## config.mk

```make
export PLATFORM = sky130hd
export DESIGN_NAME = compress_shift_ctrl
export DESIGN_NICKNAME = d
export VERILOG_FILES = /design/src/rtl/compress_shift_ctrl.sv
export SDC_FILE = /design/constraint.sdc
export NUM_CORES = 1
export LEC_CHECK = 0
export ABC_AREA = 1
export ABC_CLOCK_PERIOD_IN_PS = 8200
export CAP_MARGIN = 10
export CELL_PAD_IN_SITES_DETAIL_PLACEMENT = 0
export CELL_PAD_IN_SITES_GLOBAL_PLACEMENT = 2
export CORE_MARGIN = 5
export CORE_UTILIZATION = 34
export DETAILED_ROUTE_END_ITERATION = 16
export HOLD_SLACK_MARGIN = 0.06
export MAX_ROUTING_LAYER = met4
export PLACE_DENSITY_LB_ADDON = 0.05
export SLEW_MARGIN = 20
export SYNTH_ARGS = -nofsm -noshare
export SYNTH_HDL_FRONTEND = slang
export SYNTH_SLANG_ARGS = --single-unit
```

## constraint.sdc

```tcl
create_clock -name clk -period 8.2 [get_ports clk]
set_clock_uncertainty 0.1 [all_clocks]
set_input_delay 1.64 -clock clk [delete_from_list [all_inputs] [get_ports clk]]
set_output_delay 1.64 -clock clk [all_outputs]
set_load 0.05 [all_outputs]
```

## src/rtl/compress_shift_ctrl.sv

```systemverilog
// Block-floating-point shift scheduler: per-packet peak magnitude -> safe left shift for compress_shift.
// Latency: shift loaded exactly DLY_CYCLE+APPLY_OFS cycles after the packet's sop; peak ready 2 cycles after eop.
// Backpressure: none; the input bus is never stalled, a full queue drops the packet and pulses o_err_ovf.
//
// Ports:
//   clk, rst_n          clock, async active-low reset (deassertion synchronised internally)
//   i_sop/i_eop/i_vld   packet framing shared with the compressor input bus
//   i_din_re/i_din_im   IW-bit two's complement samples
//   i_man_en/i_man_shift manual shift override, captured with sop
//   o_shift_num         shift value for the compressor, held between updates
//   o_shift_upd         1-cycle pulse in the cycle o_shift_num takes a new value
//   o_q_level           occupied schedule queue entries
//   o_err_ovf/late/proto single-cycle error pulses
module compress_shift_ctrl #(
  parameter int IW        = 40,
  parameter int OW        = 16,
  parameter int DLY_CYCLE = 1584,
  parameter int APPLY_OFS = 1,
  parameter int QDEPTH    = 4,
  parameter int TSW       = 16
) (
  input  logic                      clk,
  input  logic                      rst_n,
  input  logic                      i_sop,
  input  logic                      i_eop,
  input  logic                      i_vld,
  input  logic [IW-1:0]             i_din_re,
  input  logic [IW-1:0]             i_din_im,
  input  logic                      i_man_en,
  input  logic [4:0]                i_man_shift,
  output logic [4:0]                o_shift_num,
  output logic                      o_shift_upd,
  output logic [$clog2(QDEPTH):0]   o_q_level,
  output logic                      o_err_ovf,
  output logic                      o_err_late,
  output logic                      o_err_proto
);

  localparam int              QW        = $clog2(QDEPTH);
  localparam int              LZW       = $clog2(IW);
  localparam logic [4:0]      MAX_SHIFT = 5'(IW - OW);
  localparam logic [TSW-1:0]  DUE_DIST  = TSW'(DLY_CYCLE + APPLY_OFS);
  localparam logic [TSW-1:0]  TS_ONE    = TSW'(1);
  localparam logic [QW:0]     PTR_ONE   = (QW + 1)'(1);
  localparam logic [QW:0]     Q_FULL    = (QW + 1)'(QDEPTH);
  localparam logic [LZW-1:0]  LZ_ONE    = LZW'(1);

  typedef enum logic {S_IDLE = 1'b0, S_SCAN = 1'b1} state_t;

  // ---------------------------------------------------------------------------
  // Reset: asserts asynchronously, releases two clocks after rst_n rises.
  // ---------------------------------------------------------------------------
  logic [1:0] rst_pipe_q, rst_pipe_d;
  logic       rst_int_n;

  always_comb rst_pipe_d = {rst_pipe_q[0], 1'b1};

  always_ff @(posedge clk or negedge rst_n) begin
    if (!rst_n) rst_pipe_q <= 2'b00;
    else        rst_pipe_q <= rst_pipe_d;
  end

  assign rst_int_n = rst_pipe_q[1];

  // ---------------------------------------------------------------------------
  // State
  // ---------------------------------------------------------------------------
  state_t            state_q, state_d;
  logic [TSW-1:0]    ts_q, ts_d;
  logic [IW-2:0]     acc_q, acc_d;

  // packet currently being scanned
  logic [QW-1:0]     open_idx_q, open_idx_d;
  logic              open_live_q, open_live_d;
  logic              open_man_q, open_man_d;
  logic [4:0]        open_mshift_q, open_mshift_d;

  // finished packet waiting for its shift to be written into the queue
  logic              fin_q, fin_d;
  logic [QW-1:0]     fin_idx_q, fin_idx_d;
  logic              fin_live_q, fin_live_d;
  logic              fin_man_q, fin_man_d;
  logic [4:0]        fin_mshift_q, fin_mshift_d;
  logic [IW-2:0]     fin_acc_q, fin_acc_d;

  // schedule queue
  logic [TSW-1:0]    q_stamp_q [QDEPTH];
  logic [TSW-1:0]    q_stamp_d [QDEPTH];
  logic [4:0]        q_shift_q [QDEPTH];
  logic [4:0]        q_shift_d [QDEPTH];
  logic [QDEPTH-1:0] q_rdy_q, q_rdy_d;
  logic [QW:0]       wr_ptr_q, wr_ptr_d;
  logic [QW:0]       rd_ptr_q, rd_ptr_d;

  // registered outputs
  logic [4:0]        shift_num_q, shift_num_d;
  logic              upd_q, upd_d;
  logic              ovf_q, ovf_d;
  logic              late_q, late_d;
  logic              proto_q, proto_d;

  // ---------------------------------------------------------------------------
  // Combinational helpers
  // ---------------------------------------------------------------------------
  function automatic logic [LZW-1:0] f_lzc(input logic [IW-2:0] v);
    logic [LZW-1:0] n;
    logic           hit;
    n   = '0;
    hit = 1'b0;
    for (int i = IW - 2; i >= 0; i--) begin
      if (!hit) begin
        if (v[i]) hit = 1'b1;
        else      n   = n + LZ_ONE;
      end
    end
    return n;
  endfunction

  logic           sop_v, eop_v;
  logic [IW-2:0]  samp_mag;
  logic [QW:0]    level;
  logic           q_full, q_empty;
  logic [QW-1:0]  rd_idx, wr_idx;
  logic [TSW-1:0] age;
  logic           due;
  logic           kill_open, kill_fin;
  logic           open_live_eff;
  logic [LZW-1:0] fin_lz;
  logic [4:0]     fin_auto, fin_shift;
  logic [4:0]     man_clip;

  always_comb begin
    sop_v = i_vld & i_sop;
    eop_v = i_vld & i_eop;

    // one's-complement magnitude; the sign bit itself is dropped
    samp_mag = (i_din_re[IW-2:0] ^ {(IW-1){i_din_re[IW-1]}})
             | (i_din_im[IW-2:0] ^ {(IW-1){i_din_im[IW-1]}});

    level   = wr_ptr_q - rd_ptr_q;
    q_full  = (level == Q_FULL);
    q_empty = (level == '0);
    rd_idx  = rd_ptr_q[QW-1:0];
    wr_idx  = wr_ptr_q[QW-1:0];

    // Evaluated against next cycle's timestamp so the registered shift
    // becomes visible exactly DLY_CYCLE+APPLY_OFS cycles after sop.
    age = ts_q + TS_ONE - q_stamp_q[rd_idx];
    due = !q_empty && (age == DUE_DIST);

    // A pop of an entry whose peak is still being gathered makes any later
    // update for it meaningless; these flags discard it.
    kill_open     = due && (rd_idx == open_idx_q);
    kill_fin      = due && (rd_idx == fin_idx_q);
    open_live_eff = open_live_q & ~kill_open;

    fin_lz = f_lzc(fin_acc_q);
    if (int'(fin_lz) > int'(MAX_SHIFT)) fin_auto = MAX_SHIFT;
    else                                fin_auto = 5'(fin_lz);
    fin_shift = fin_man_q ? fin_mshift_q : fin_auto;

    man_clip = (i_man_shift > MAX_SHIFT) ? MAX_SHIFT : i_man_shift;
  end

  // ---------------------------------------------------------------------------
  // Next-state logic
  // ---------------------------------------------------------------------------
  logic alloc_live;

  always_comb begin
    state_d       = state_q;
    ts_d          = ts_q + TS_ONE;
    acc_d         = acc_q;
    open_idx_d    = open_idx_q;
    open_live_d   = open_live_eff;
    open_man_d    = open_man_q;
    open_mshift_d = open_mshift_q;
    fin_d         = 1'b0;
    fin_idx_d     = fin_idx_q;
    fin_live_d    = fin_live_q;
    fin_man_d     = fin_man_q;
    fin_mshift_d  = fin_mshift_q;
    fin_acc_d     = fin_acc_q;
    q_stamp_d     = q_stamp_q;
    q_shift_d     = q_shift_q;
    q_rdy_d       = q_rdy_q;
    wr_ptr_d      = wr_ptr_q;
    rd_ptr_d      = rd_ptr_q;
    shift_num_d   = shift_num_q;
    upd_d         = 1'b0;
    ovf_d         = 1'b0;
    late_d        = 1'b0;
    proto_d       = 1'b0;
    alloc_live    = 1'b0;

    // due: pop head and present its shift (0 if the peak never arrived)
    if (due) begin
      rd_ptr_d = rd_ptr_q + PTR_ONE;
      upd_d    = 1'b1;
      if (q_rdy_q[rd_idx]) begin
        shift_num_d = q_shift_q[rd_idx];
      end else begin
        shift_num_d = '0;
        late_d      = 1'b1;
      end
    end

    // finished peak from the previous cycle lands in its entry
    if (fin_q && fin_live_q && !kill_fin) begin
      q_shift_d[fin_idx_q] = fin_shift;
      q_rdy_d[fin_idx_q]   = 1'b1;
    end

    // allocation on any valid sop; fullness is judged before this cycle's pop
    if (sop_v) begin
      if (q_full) begin
        ovf_d = 1'b1;
      end else begin
        q_stamp_d[wr_idx] = ts_q;
        q_rdy_d[wr_idx]   = 1'b0;
        wr_ptr_d          = wr_ptr_q + PTR_ONE;
        alloc_live        = 1'b1;
      end
    end

    case (state_q)
      S_IDLE: begin
        if (sop_v) begin
          acc_d         = samp_mag;
          open_idx_d    = wr_idx;
          open_live_d   = alloc_live;
          open_man_d    = i_man_en;
          open_mshift_d = man_clip;
          if (eop_v) begin
            fin_d        = 1'b1;
            fin_idx_d    = wr_idx;
            fin_live_d   = alloc_live;
            fin_man_d    = i_man_en;
            fin_mshift_d = man_clip;
            fin_acc_d    = samp_mag;
            open_live_d  = 1'b0;
          end else begin
            state_d = S_SCAN;
          end
        end else if (eop_v) begin
          proto_d = 1'b1;
        end
      end

      S_SCAN: begin
        if (sop_v) begin
          proto_d       = 1'b1;
          acc_d         = samp_mag;
          open_idx_d    = wr_idx;
          open_live_d   = alloc_live;
          open_man_d    = i_man_en;
          open_mshift_d = man_clip;
          if (eop_v) begin
            // The single-sample newcomer takes the finish slot; the
            // interrupted entry stays unready and surfaces as late.
            fin_d        = 1'b1;
            fin_idx_d    = wr_idx;
            fin_live_d   = alloc_live;
            fin_man_d    = i_man_en;
            fin_mshift_d = man_clip;
            fin_acc_d    = samp_mag;
            open_live_d  = 1'b0;
            state_d      = S_IDLE;
          end else begin
            // close the interrupted packet with what it has gathered so far
            fin_d        = 1'b1;
            fin_idx_d    = open_idx_q;
            fin_live_d   = open_live_eff;
            fin_man_d    = open_man_q;
            fin_mshift_d = open_mshift_q;
            fin_acc_d    = acc_q;
          end
        end else if (eop_v) begin
          fin_d        = 1'b1;
          fin_idx_d    = open_idx_q;
          fin_live_d   = open_live_eff;
          fin_man_d    = open_man_q;
          fin_mshift_d = open_mshift_q;
          fin_acc_d    = acc_q | samp_mag;
          open_live_d  = 1'b0;
          state_d      = S_IDLE;
        end else if (i_vld) begin
          acc_d = acc_q | samp_mag;
        end
      end

      default: state_d = S_IDLE;
    endcase
  end

  // ---------------------------------------------------------------------------
  // Registers
  // ---------------------------------------------------------------------------
  always_ff @(posedge clk or negedge rst_int_n) begin
    if (!rst_int_n) begin
      state_q       <= S_IDLE;
      ts_q          <= '0;
      acc_q         <= '0;
      open_idx_q    <= '0;
      open_live_q   <= 1'b0;
      open_man_q    <= 1'b0;
      open_mshift_q <= '0;
      fin_q         <= 1'b0;
      fin_idx_q     <= '0;
      fin_live_q    <= 1'b0;
      fin_man_q     <= 1'b0;
      fin_mshift_q  <= '0;
      fin_acc_q     <= '0;
      q_stamp_q     <= '{default: '0};
      q_shift_q     <= '{default: '0};
      q_rdy_q       <= '0;
      wr_ptr_q      <= '0;
      rd_ptr_q      <= '0;
      shift_num_q   <= '0;
      upd_q         <= 1'b0;
      ovf_q         <= 1'b0;
      late_q        <= 1'b0;
      proto_q       <= 1'b0;
    end else begin
      state_q       <= state_d;
      ts_q          <= ts_d;
      acc_q         <= acc_d;
      open_idx_q    <= open_idx_d;
      open_live_q   <= open_live_d;
      open_man_q    <= open_man_d;
      open_mshift_q <= open_mshift_d;
      fin_q         <= fin_d;
      fin_idx_q     <= fin_idx_d;
      fin_live_q    <= fin_live_d;
      fin_man_q     <= fin_man_d;
      fin_mshift_q  <= fin_mshift_d;
      fin_acc_q     <= fin_acc_d;
      q_stamp_q     <= q_stamp_d;
      q_shift_q     <= q_shift_d;
      q_rdy_q       <= q_rdy_d;
      wr_ptr_q      <= wr_ptr_d;
      rd_ptr_q      <= rd_ptr_d;
      shift_num_q   <= shift_num_d;
      upd_q         <= upd_d;
      ovf_q         <= ovf_d;
      late_q        <= late_d;
      proto_q       <= proto_d;
    end
  end

  assign o_shift_num = shift_num_q;
  assign o_shift_upd = upd_q;
  assign o_q_level   = level;
  assign o_err_ovf   = ovf_q;
  assign o_err_late  = late_q;
  assign o_err_proto = proto_q;

endmodule

```

==> impl_metrics.json, run 1 <==
{
  "status": "finished with violations",
  "violations": "setup timing",
  "period_minus_slack_ps": 18670,
  "cp-end-kind": "register",
  "seqPwrFrac_pct": 38.6,
  "fmax_mhz": 53.57,
  "synth_async_sr_flop_share_pct": 100.0,
  "grt_max_degree": 130,
  "yosysTopAreaCellShare_pct": 35.84,
  "crit_slowest_cell": "dfrtp_2",
  "cts.sinks": 219,
  "cts_tree": "yes",
  "drt-total-wl_um": 46890,
  "synthTopCellsByArea": "dfrtp_1, nand2_1, o21ai_0",
  "io_buffers": 102,
  "place_ws_ps": -11460,
  "grt_first_pass_wirelength_um": 76470,
  "arrival_ps": 19030,
  "place.detailed.hpwl_um": 32340,
  "totalPowerFinal_uw": 3830,
  "grt_antenna_before_repair": 0,
  "peakVddDrop_mv": 0.1902,
  "overflow": 0,
  "ioPinCount": 103,
  "rsz0062_at_grt": "true",
  "synth_flop_cell": "dfrtp_1",
  "cts_buffers": 29,
  "drt_iter0_drc": 806,
  "clkSlewWorstSetupHoldPaths_ps": 60,
  "grt_pass1_vias": 14680,
  "avgViaCountPerCell": 4.712,
  "leakage_uw": 0.01072,
  "rows": 77,
  "syn_area_per_cell_um2": 7.005,
  "synth_top_area_cell": "dfrtp_1",
  "slew_viol_final": 0,
  "clockPowerShare_pct": 31.1,
  "switching_share_pct": 34.54,
  "setup_viol": 20,
  "worst_pin_slew_ps": 791.8,
  "cp-start-kind": "register",
  "clk_path_buf_depth": 3,
  "start_util_pct": 34.51,
  "max_cap_viol_count": 0,
  "synth-edff-count": 0,
  "ys.warnings.count": 0,
  "final_layout_size_suffix_gt1_share_pct": 26.74,
  "core_area_um2": 44320,
  "hold_violations": 0,
  "crit_fanout": 4,
  "relSlewSlack_pct": 47.21,
  "area_growth_pct": 38.88,
  "p_int_uw": 2507,
  "synth_area_um2": 15290,
  "ys_seq_area_share_pct": 35.84,
  "cts_htree_levels": 1,
  "vias": 15020,
  "crit_type": "reg2reg",
  "wl_per_cell_um": 14.71,
  "fin_ws_ps": -10470,
  "cpPeakStageDelay_ps": 450,
  "dr.pass1.iters": 5,
  "route.detailed.drc": 0,
  "p_comb_share_pct": 30.2,
  "gp_congestion": 0.8339,
  "diodes": 0,
  "worst_path_most_repeated_cell": "ha_4",
  "groute.usage.overall_pct": 18.88,
  "fill_cells": 4488,
  "syn_nets": 2335,
  "cts_hold_buf": 0,
  "ant_nets": 0,
  "cts_root_buffer": "clkbuf_16",
  "powerDensity_nw_per_um2": 180.4,
  "cp.required_ps": 8560,
  "p_switching_uw": 1323,
  "ys_types": 53,
  "ys_ff_latch": 219,
  "die-area_um2": 49320,
  "chipHeight_um": 222.1,
  "nets": 2726,
  "fin_crit_sh_pct": 227.7,
  "clkLatencyLatePin_ps": 570,
  "synthCells": 2183,
  "die_w_um": 222.1,
  "hold_path_class": "reg2reg"
}
synthesized netlist by cell type (24+ instances only):
library cell / instances
nand2_1: 639
dfrtp_1: 219
a21oi_1: 134
nand3_1: 122
ha_1: 59
or2_2: 44
o21ai_0: 200
nor2_1: 155
inv_2: 24
clkbuf_1: 63
xor2_1: 77
inv_1: 248
sequential cells by signal (all words and copies together) (netlist names), 2 cells and up:
signal,cells
acc_q,39
fin_acc_q,39
fin_idx_q,2
fin_mshift_q,5
o_shift_num,5
open_idx_q,2
open_mshift_q,5
q_rdy_q,4
q_shift_q,20
q_stamp_q,64
rd_ptr_q,3
rst_pipe_q,2
ts_q,16
wr_ptr_q,3
power by group through the flow:
| stage | sequential, µW | clock (µW) | combinational, µW |
|---|---|---|---|
| 3_5_place_dp | 1490 | 0 | 1050 |
| 5_1_grt | 1510 | 1280 | 1310 |
| 6_report | 1480 | 1190 | 1160 |
| 2_1_floorplan | 1470 | 0 | 670 |
| 3_3_place_gp | 1490 | 0 | 1030 |
| 4_1_cts | 1480 | 1240 | 1100 |
stage by stage:
| step | utilization [%] | hold WS [ps] | area, µm² | std cells | TNS, ps |
|---|---|---|---|---|---|
| floorplan | - | 231.2 | 15420 | 2183 | -204400 |
| global placement | 42.57 | 240.9 | 18860 | 3062 | -217830 |
| detailed placement | 42.57 | 241.1 | 18860 | 3062 | -227000 |
| CTS | 46.12 | 254.9 | 20440 | 3181 | -216600 |
| global route | 47.92 | 277.8 | 21240 | 3187 | -229380 |
| finish | 47.92 | 249.7 | 21240 | 3187 | -207320 |
repair_timing:
item                                    4_1_cts  5_1_grt
gates resized for setup                      36      183
setup buffers                                67       15
endpoints found under the setup margin       20       20
pin swaps                                    41      116
final timing paths:
| check | from | to | slack [ps] | depth (start not counted) |
|---|---|---|---|---|
| min reg2reg | rst_pipe_q[0] | rst_pipe_q[1] | 250 | 0 |
| max | fin_acc_q[38] | q_shift_q[7] | -10470 | 152 |
| min in group asynchronous | rst_pipe_q[1] | q_stamp_q[38] | 270 | 0 |
| min | rst_pipe_q[0] | rst_pipe_q[1] | 250 | 0 |
| max reg2reg | fin_acc_q[38] | q_shift_q[7] | -10470 | 152 |
| max in group asynchronous | rst_pipe_q[1] | fin_acc_q[38] | 6520 | 1 |
final cells by class:
type | count | area, µm² | share of cell area, %
clock buffers | 43 | 818.3 | 3.853
flip-flops and latches | 219 | 5485 | 25.83
repair buffers | 429 | 3490 | 16.43
well taps | 592 | 740.7 | 3.488
multi-input cells | 1611 | 9557 | 45.00
clock inverters | 9 | 65.06 | 0.3064
inverters | 284 | 1082 | 5.096
critical path: cells and delay by family, from the launching register on:
kind                     cells  cell delay [ps]
AO/OA/AOI/OAI               22             2350
multiplexers                 2              300
flip-flops                   1              450
AND/OR/NAND/NOR             59             4650
adder cells (fa/ha/maj)     36             8760
buffers and inverters       33             1930
logic make-up (layout without fill, tap and decap cells):
group | count (synthesis) | after routing | synth area share [%]
buffers and inverters | 353 | 765 | 8.788
adders and majority gates | 61 | 61 | 5.089
muxes | 2 | 2 | 0.1309
and+or+nand+nor | 1054 | 1054 | 30.55
xor gates and xnor gates | 89 | 89 | 5.146
DFF | 219 | 219 | 35.84
AOI/OAI and AO/OA | 404 | 404 | 14.43
other | 1 | 1 | 0.02452
cell usage in the layout (no fill, tap or decap), types with 5 or more instances in the layout:
cell	count
o22ai_1	8
nor2_1	140
nor4_1	6
clkdlybuf4s50_1	100
o21ai_0	187
buf_4	323
inv_2	51
xor2_1	76
clkinv_1	6
ha_4	26
nand3_4	9
a211oi_1	15
or2_2	41
a32o_1	14
nand3_1	92
inv_1	221
xnor2_1	10
dfrtp_1	217
nand2_2	57
clkbuf_16	29
nand2_1	560
nor2_4	33
clkbuf_1	10
nor2_2	9
o21ai_2	16
nor2_8	5
nand2_4	27
a21oi_1	132
nand4_1	19
o21ai_1	6
o21a_1	6
clkinv_2	7
nor3_1	15
nand3_2	26
ha_1	33
nand3b_1	8
layer usage:
layer  vias up  wire length (µm)  track usage, %
met5         -                 0               -
met4         0               802           3.341
met3        49              1348           2.132
met2       187             21180           30.10
met1      6997             23560           26.40
li1       7784                 -               -
Note: power is estimated with default switching activity, not from simulation.
==> run 2, diff against run 1 <==
--- a/config.mk
+++ b/config.mk
@@ -10,12 +10,14 @@
 export CAP_MARGIN = 10
 export CELL_PAD_IN_SITES_DETAIL_PLACEMENT = 0
 export CELL_PAD_IN_SITES_GLOBAL_PLACEMENT = 2
+export CORE_ASPECT_RATIO = 1.25
 export CORE_MARGIN = 5
 export CORE_UTILIZATION = 34
 export DETAILED_ROUTE_END_ITERATION = 16
 export HOLD_SLACK_MARGIN = 0.06
 export MAX_ROUTING_LAYER = met4
 export PLACE_DENSITY_LB_ADDON = 0.05
+export RECOVER_POWER = 50
 export SLEW_MARGIN = 20
 export SYNTH_ARGS = -nofsm -noshare
 export SYNTH_HDL_FRONTEND = slang
==> impl_metrics.json, run 2 (synthesis results as in run 1) <==
{
  "area_growth_pct": 35.85,
  "fin_ws_ps": -10400,
  "slew_viol_final": 220,
  "vias": 14780,
  "crit_slowest_cell": "dfrtp_2",
  "cts_buffers": 28,
  "drt-total-wl_um": 44490,
  "max_cap_viol_count": 2,
  "final_core_util_pct": 46.32,
  "clkLatencyLatePin_ps": 560,
  "fmax_mhz": 53.77,
  "rsz0062_at_grt": "true",
  "cp.required_ps": 8600,
  "violations": "capacitance limit, slew limit, setup timing",
  "crit_fanout": 4,
  "fill_cells": 4634,
  "powerDensity_nw_per_um2": 189.3,
  "core_area_um2": 44850,
  "start_util_pct": 34.10,
  "cp-start-kind": "register",
  "die_w_um": 199.7,
  "cts_root_buffer": "clkbuf_16",
  "drt_iter0_drc": 581,
  "cts_hold_buf": 0,
  "relSlewSlack_pct": -192.9,
  "avgViaCountPerCell": 4.716,
  "crit_type": "reg2reg",
  "groute.usage.overall_pct": 18.20,
  "arrival_ps": 18990,
  "hold_violations": 0,
  "grt_max_degree": 170,
  "holdCritStartpoint": "rst_pipe_q[0]",
  "dr.pass1.iters": 5,
  "cpPeakStageDelay_ps": 440,
  "worst_path_most_repeated_cell": "ha_4",
  "fin_crit_sh_pct": 226.8,
  "hold_path_class": "reg2reg",
  "grt_antenna_before_repair": 1,
  "r2r-start": "fin_acc_q[38]",
  "clkSlewWorstSetupHoldPaths_ps": 60,
  "multi_input_area_um2": 9318,
  "period_minus_slack_ps": 18600,
  "clk_path_buf_depth": 3,
  "cts_tree": "yes",
  "largest_reg_flops": 64,
  "gp_congestion": 0.8112,
  "route.detailed.drc": 0,
  "r2r_slack_ps": -10400,
  "leakage_uw": 0.01040,
  "grt_first_pass_wirelength_um": 72130,
  "grt_pass1_vias": 14820,
  "die-area_um2": 49350,
  "top_register": "q_stamp_q",
  "final_cell_mix": "nand2_1, buf_4, inv_1",
  "final_layout_size_suffix_gt1_share_pct": 23.73,
  "wl_per_cell_um": 14.20,
  "holdWs_ps": 253.9,
  "seqCellArea_um2": 5482,
  "place_ws_ps": -11400,
  "place.detailed.hpwl_um": 30670,
  "tns_ps": -206000,
  "cts_htree_levels": 1,
  "cp-end-kind": "register",
  "cts.sinks": 219,
  "io_buffers": 102,
  "setup_viol": 20,
  "status": "finished with violations",
  "ant_nets": 0,
  "overflow": 0,
  "final_common_cell": "nand2_1",
  "worst_pin_slew_ps": 4394,
  "rows": 87,
  "chipHeight_um": 247.1,
  "startpoint": "fin_acc_q[38]",
  "largest_registers": "q_stamp_q: 64 flops, acc_q: 39 flops, fin_acc_q: 39 flops",
  "nets": 2684,
  "ioPinCount": 103,
  "peakVddDrop_mv": 0.1935
}
run 2: cell count changes in the layout (fill, tap and decap cells not counted), moves of 5 or more:
cell / change
buf_4: -42
clkbuf_1: -5
inv_2: -5
nand2_1: +33
nand2_2: -24
nand2_4: -9
nand3_1: +12
nand3_2: -9
nor2_1: +5
run 2: routing by layer:
layer  part of all wire, %  global-route usage [%]
met5                     0                       -
met4                   2.3                   4.396
met3                   3.2                   1.990
met2                    50                   32.13
met1                    45                   22.29
run 2: final timing paths:
path	endpoint	depth (start not counted)
max	q_shift_q[17]	148
max in group asynchronous	fin_acc_q[38]	1
min	rst_pipe_q[1]	0
max reg2reg	q_shift_q[17]	148
min in group asynchronous	acc_q[32]	0
min reg2reg	rst_pipe_q[1]	0
run 2: timing repair:
item | CTS | global route
buffers inserted | 42 | 9
endpoints found under the setup margin | 20 | 20
gates resized for setup | 57 | 100
pin swaps | 56 | 109
hold endpoints to repair | 0 | 0
run 2: cell type report:
cell class	instances	area share (%)
well taps	578	3.481
inverters	284	5.240
repair buffers	388	15.30
multi-input cells	1611	44.85
diodes	1	0.01205
flip-flops and latches	219	26.39
clock buffers	39	3.915
clock inverters	13	0.8071
run 2: metrics by stage:
stage	area [µm²]	power, µW	instances
after floorplan	15420	2136	2183
after global placement	18780	2515	3037
after detailed placement	18780	2536	3037
after CTS	20330	3947	3131
after global routing	20770	4218	3133
final	20770	3933	3133
run 2: power breakdown:
group,total [µW],internal [µW],switching (µW)
clock network,1310,791,519
registers,1480,1310,169
logic,1150,511,635
run 2: worst max-delay path, delay by kind of cell (launching register included):
family          cells  cell delay [ps]
compound gates     22             2520
buf+inv            30             1570
xor+xnor            1              230
flops               1              440
fa+ha+maj          37             8980
mux                 2              220
simple gates       56             4410
